[src/rtl/mov_avg_pkg.sv]
// Shared state encoding, default widths and counter sizing for the
// moving-average controller slice.
package mov_avg_pkg;

  typedef enum logic [1:0] {
    ST_IDLE  = 2'd0,
    ST_FLUSH = 2'd1,
    ST_FILL  = 2'd2,
    ST_RUN   = 2'd3
  } state_t;

  localparam int DEF_WINDOW_LEN   = 128;
  localparam int DEF_DIN_WIDTH    = 25;
  localparam int DEF_FLUSH_CYCLES = 8;
  localparam int DEF_TS_WIDTH     = 48;

  // Bits needed to hold values 0..max_val.
  function automatic int cnt_width(input int max_val);
    return (max_val < 2) ? 1 : $clog2(max_val + 1);
  endfunction

endpackage

[src/rtl/mov_avg_ctrl_cnt.sv]
// Loadable up/down counter with a terminal flag that compares the current
// count against a caller-supplied terminal value.
module mov_avg_ctrl_cnt #(
  parameter int WIDTH = 8,
  parameter bit UP    = 1'b0
) (
  input  logic             clk,
  input  logic             rst,
  input  logic             ce,
  input  logic             load,
  input  logic [WIDTH-1:0] load_val,
  input  logic             step,
  input  logic [WIDTH-1:0] term_val,
  output logic             term
);

  logic [WIDTH-1:0] count_reg;

  // Load wins over step so a reload on the same edge always restarts cleanly.
  always_ff @(posedge clk) begin
    if (rst) begin
      count_reg <= '0;
    end else if (ce) begin
      if (load) begin
        count_reg <= load_val;
      end else if (step) begin
        count_reg <= UP ? count_reg + 1'b1 : count_reg - 1'b1;
      end
    end
  end

  assign term = (count_reg == term_val);

endmodule

[src/rtl/mov_avg_ctrl.sv]
// Sequences an external moving-average block: flush it, wait for a full
// window of results, then forward timestamped averages.
module mov_avg_ctrl
  import mov_avg_pkg::*;
#(
  parameter int WINDOW_LEN   = DEF_WINDOW_LEN,
  parameter int DIN_WIDTH    = DEF_DIN_WIDTH,
  parameter int FLUSH_CYCLES = DEF_FLUSH_CYCLES,
  parameter int TS_WIDTH     = DEF_TS_WIDTH
) (
  input  logic                        clk,
  input  logic                        rst,
  input  logic                        ce,
  input  logic                        enable,
  input  logic                        restart,
  input  logic signed [DIN_WIDTH-1:0] din,
  input  logic                        din_valid,
  output logic                        avg_rst,
  output logic signed [DIN_WIDTH-1:0] avg_din,
  output logic                        avg_din_valid,
  input  logic signed [DIN_WIDTH-1:0] avg_dout,
  input  logic                        avg_dout_valid,
  output logic signed [DIN_WIDTH-1:0] dout,
  output logic                        dout_valid,
  output logic [TS_WIDTH-1:0]         dout_ts,
  output logic [1:0]                  state,
  output logic                        dropped
);

  localparam int FLUSH_W = cnt_width(FLUSH_CYCLES);
  localparam int FILL_W  = cnt_width(WINDOW_LEN);

  state_t                      state_reg;
  logic                        avg_rst_reg;
  logic signed [DIN_WIDTH-1:0] avg_din_reg;
  logic                        avg_din_valid_reg;
  logic signed [DIN_WIDTH-1:0] dout_reg;
  logic                        dout_valid_reg;
  logic [TS_WIDTH-1:0]         dout_ts_reg;
  logic [TS_WIDTH-1:0]         ts_reg;
  logic                        dropped_reg;

  logic flush_load, flush_step, flush_term;
  logic fill_load, fill_step, fill_term;
  logic normal_next;

  // Counters follow the same priority as the FSM: enable low or restart
  // override the per-state stepping.
  assign normal_next = enable && !restart;
  assign flush_load  = enable && (restart || state_reg == ST_IDLE);
  assign flush_step  = normal_next && state_reg == ST_FLUSH;
  assign fill_load   = !normal_next || state_reg != ST_FILL;
  assign fill_step   = normal_next && state_reg == ST_FILL && avg_dout_valid;

  mov_avg_ctrl_cnt #(
    .WIDTH (FLUSH_W),
    .UP    (1'b0)
  ) u_flush_cnt (
    .clk      (clk),
    .rst      (rst),
    .ce       (ce),
    .load     (flush_load),
    .load_val (FLUSH_W'(FLUSH_CYCLES)),
    .step     (flush_step),
    .term_val (FLUSH_W'(1)),
    .term     (flush_term)
  );

  mov_avg_ctrl_cnt #(
    .WIDTH (FILL_W),
    .UP    (1'b1)
  ) u_fill_cnt (
    .clk      (clk),
    .rst      (rst),
    .ce       (ce),
    .load     (fill_load),
    .load_val ('0),
    .step     (fill_step),
    .term_val (FILL_W'(WINDOW_LEN - 1)),
    .term     (fill_term)
  );

  always_ff @(posedge clk) begin
    if (rst) begin
      state_reg         <= ST_IDLE;
      avg_rst_reg       <= 1'b1;
      avg_din_reg       <= '0;
      avg_din_valid_reg <= 1'b0;
      dout_reg          <= '0;
      dout_valid_reg    <= 1'b0;
      dout_ts_reg       <= '0;
      ts_reg            <= '0;
      dropped_reg       <= 1'b0;
    end else begin
      // Qualifiers are single-cycle; anything not re-asserted below drops.
      avg_din_valid_reg <= 1'b0;
      dout_valid_reg    <= 1'b0;
      if (ce) begin
        if (!enable) begin
          state_reg   <= ST_IDLE;
          avg_rst_reg <= 1'b1;
          dropped_reg <= 1'b0;
          ts_reg      <= '0;
        end else if (restart) begin
          state_reg   <= ST_FLUSH;
          avg_rst_reg <= 1'b1;
          dropped_reg <= 1'b0;
          ts_reg      <= '0;
        end else begin
          if (din_valid && (state_reg == ST_IDLE || state_reg == ST_FLUSH)) begin
            dropped_reg <= 1'b1;
          end
          case (state_reg)
            ST_IDLE: begin
              state_reg   <= ST_FLUSH;
              avg_rst_reg <= 1'b1;
              ts_reg      <= '0;
            end
            ST_FLUSH: begin
              ts_reg <= '0;
              if (flush_term) begin
                state_reg   <= ST_FILL;
                avg_rst_reg <= 1'b0;
              end
            end
            ST_FILL, ST_RUN: begin
              avg_rst_reg       <= 1'b0;
              avg_din_reg       <= din;
              avg_din_valid_reg <= din_valid;
              if (avg_dout_valid) begin
                ts_reg <= ts_reg + 1'b1;
                if (state_reg == ST_RUN) begin
                  dout_reg       <= avg_dout;
                  dout_valid_reg <= 1'b1;
                  dout_ts_reg    <= ts_reg;
                end else if (fill_term) begin
                  // The window-completing result is swallowed, not forwarded.
                  state_reg <= ST_RUN;
                end
              end
            end
            default: state_reg <= ST_IDLE;
          endcase
        end
      end
    end
  end

  assign avg_rst       = avg_rst_reg;
  assign avg_din       = avg_din_reg;
  assign avg_din_valid = avg_din_valid_reg;
  assign dout          = dout_reg;
  assign dout_valid    = dout_valid_reg;
  assign dout_ts       = dout_ts_reg;
  assign state         = state_reg;
  assign dropped       = dropped_reg;

endmodule

[config.mk]
export PLATFORM = sky130hd
export DESIGN_NAME = mov_avg_ctrl
export DESIGN_NICKNAME = d
export VERILOG_FILES = /design/src/rtl/mov_avg_pkg.sv /design/src/rtl/mov_avg_ctrl_cnt.sv /design/src/rtl/mov_avg_ctrl.sv
export SDC_FILE = /design/constraint.sdc
export NUM_CORES = 1
export LEC_CHECK = 0
export ABC_AREA = 1
export CORE_UTILIZATION = 25
export DETAILED_ROUTE_END_ITERATION = 12
export HOLD_SLACK_MARGIN = 0.1
export PLACE_DENSITY_LB_ADDON = 0.05
export SLEW_MARGIN = 40
export SYNTH_ARGS = -nofsm -noshare
export SYNTH_HDL_FRONTEND = slang
export SYNTH_SLANG_ARGS = --single-unit
export TNS_END_PERCENT = 20
[constraint.sdc]
create_clock -name clk -period 1.7 [get_ports clk]
set_input_delay 0.34 -clock clk [delete_from_list [all_inputs] [get_ports clk]]
set_output_delay 0.34 -clock clk [all_outputs]
set_load 0.005 [all_outputs]
==> reports/metrics.cfg <==
[logic_synthesis]
netlist_area_mm2=0.007108
synth_async_sr_flop_share_pct=0
syn_nets=1028
synth_commonest_cells=nor2_1, dfxtp_1, nand2_1
synth_area_leader_cell=dfxtp_1
synth-edff-count=0
synthDistinctLibCells=42
synth.most_common_cell=nor2_1
ys_ff_latch=164
synth_top_area_share_pct=46.19
ys.warnings.count=0
seq_area_frac_synth_pct=46.19
synth.top_cells.by_area=dfxtp_1, nor2_1, o21ai_0, nand2_1, a21oi_1
syn_inst=967
postSynthAreaPerCell_um2=7.351
synth-main-ff-cell=dfxtp_1

[global_routing]
grt_max_degree=44
grt_pass1_vias=6496
grt_use_total_pct=16.53
grt_pass1_wl_um=36690
antenna_found_initial=0
overflow=0

[cells_and_area]
nets=1260
diodes=0
area_delta_synth_final_pct=46.98
nFillCells=2958
postLayoutCellArea_mm2=0.01045
multi_input_area_mm2=0.003369
seqCellArea_mm2=0.003298
final_layout_size_suffix_gt1_share_pct=16.42

[routing]
drtAntennaViolNets=0
vias_per_cell=4.281
drt-initial-drc-count=375
via_count=6806
drc=0
firstDrtPassIters=5
wl_per_cell_um=14.55
wl_um=23130

[power]
vdd.ir_drop.worst_mv=0.5822
p_leak_nw=4.043
powerDensity_mw_per_mm2=801.4
total_power_mw=8.373

[floorplan]
start_util_pct=25.52
core_mm2=0.02786
placementRows=61
die_area_mm2=0.02911
num_io_pins=161
die_h_um=170.6
die_w_um=170.6

[timing]
tightest_slew_ns=0.5075
setup_viol=0
drv_slew=0
hold_viol_final=0
min_period_ns=1.644
rsz0062_at_grt=yes
period_share_pct=96.71
fmax_ghz=0.6083
max_slew_margin_pct=65.90
finalClockSkew_ns=0.01436

[clocking]
clockBufferDepth=2
cts_root_buf=clkbuf_16
cts_tree=done
cts_made_buffers=17
cts-htree-levels=4
cts_sinks=164
cts_setup_buffers=0
clk_latency_ns=0.43
clk_pin_slew_ns=0.07

[critical_path]
worst-setup-path-type=reg2out
max_stage_delay_ns=0.54
cp-start-kind=register
cp.buffers_inverters=1
crit_path_max_fanout=2
path_cells=clkdlybuf4s50_1
cp_slowest_cell=clkdlybuf4s50_1
path_delay_family=buffers and inverters
worstPathRequired_ns=1.36
arrival_ns=1.30
critPathCaptureType=primary output

[flow_run]
maxCapViolations=0

[outcome]
status=completed

[hold_path]
hold_class=in2reg

[placed_design]
dpl_cell_area_mm2=0.009753
portBuffers=160
gp_congestion=0.8022
hpwl_um=17740

-- placed cells by master (no fill, tap or decap), types with 2 or more instances in the layout --
master           count
a211oi_1             3
a21oi_1             62
a31oi_1              3
and3_1               2
buf_12               8
buf_4               80
bufinv_16            2
clkbuf_16           17
clkdlybuf4s50_1    154
clkinv_2             4
clkinv_4             2
clkinvlp_4           2
dfxtp_1            156
dfxtp_2              6
dfxtp_4              2
dlymetal6s2s_1       5
ha_1                 3
inv_1               78
inv_2                7
inv_6                5
nand2_1            132
nand2_2              8
nand2_4              6
nand3_1             22
nand3_2             10
nand3_4              2
nand3b_1             3
nand4_1             19
nor2_1             223
nor2_2               8
nor2_4              12
nor3_1              10
nor3_2               7
nor3b_2              3
o21a_1               4
o21ai_0            127
-- worst paths after layout --
path | from | to | slack, ns | cells after the start
setup / recovery | avg_din[1] | avg_din[1] | 0.06 | 1
hold / removal | enable | dout_valid | 0.34 | 3
setup reg to reg | ts_reg[1] | ts_reg[44] | 0.12 | 9
hold reg to reg | ts_reg[5] | ts_reg[5] | 0.47 | 1
-- per-layer routing --
layer  global-route usage, %  vias to the layer above  routed length (um)
li1                        -                     3616                   -
met1                   22.76                     3049               11530
met2                   26.39                      122               10540
met3                   2.915                       19                 789
met4                   4.465                        0                 267
met5                       0                        -                   0
-- power by group --
part	switching (mW)	internal, mW	total, mW
combinational	0.239	0.277	0.516
clock	1.74	2.23	3.97
sequential	0.0210	3.87	3.89
-- cell type report --
class / count / share of cell area [%]
clock inverter: 13 / 1.401
sequential: 164 / 31.57
clock buffer: 19 / 4.240
multi-input combinational: 679 / 32.25
tap: 378 / 4.527
inverter: 88 / 3.186
timing repair buffer: 249 / 22.83
-- logic make-up after synthesis --
| family | count (synthesis) | synth area share [%] |
|---|---|---|
| AOI/OAI and AO/OA | 203 | 14.86 |
| adders and majority gates | 4 | 0.7041 |
| buffers and inverters | 124 | 7.463 |
| DFF | 164 | 46.19 |
| and+or+nand+nor | 472 | 30.79 |
-- timing repair --
action                     4_1_cts  5_1_grt
resized for setup                5       31
pin swaps                        0        1
setup endpoints to repair        2       32
hold buffers                     0        0
-- through the flow --
step | instances | utilization, % | setup slack [ns] | hold slack (ns) | setup TNS, ns
global placement | 1558 | 35.01 | -0.3812 | 0.4619 | -38.88
floorplan | 967 | - | 0.2329 | 0.4091 | 0
global route | 1590 | 37.50 | -0.002655 | 0.3545 | -0.002655
CTS | 1590 | 37.15 | 0.0009113 | 0.4630 | 0
detailed placement | 1558 | 35.01 | -0.3754 | 0.4708 | -40.75
finish | 1590 | 37.50 | 0.05596 | 0.3418 | 0
Note: power is estimated with default switching activity, not from simulation.
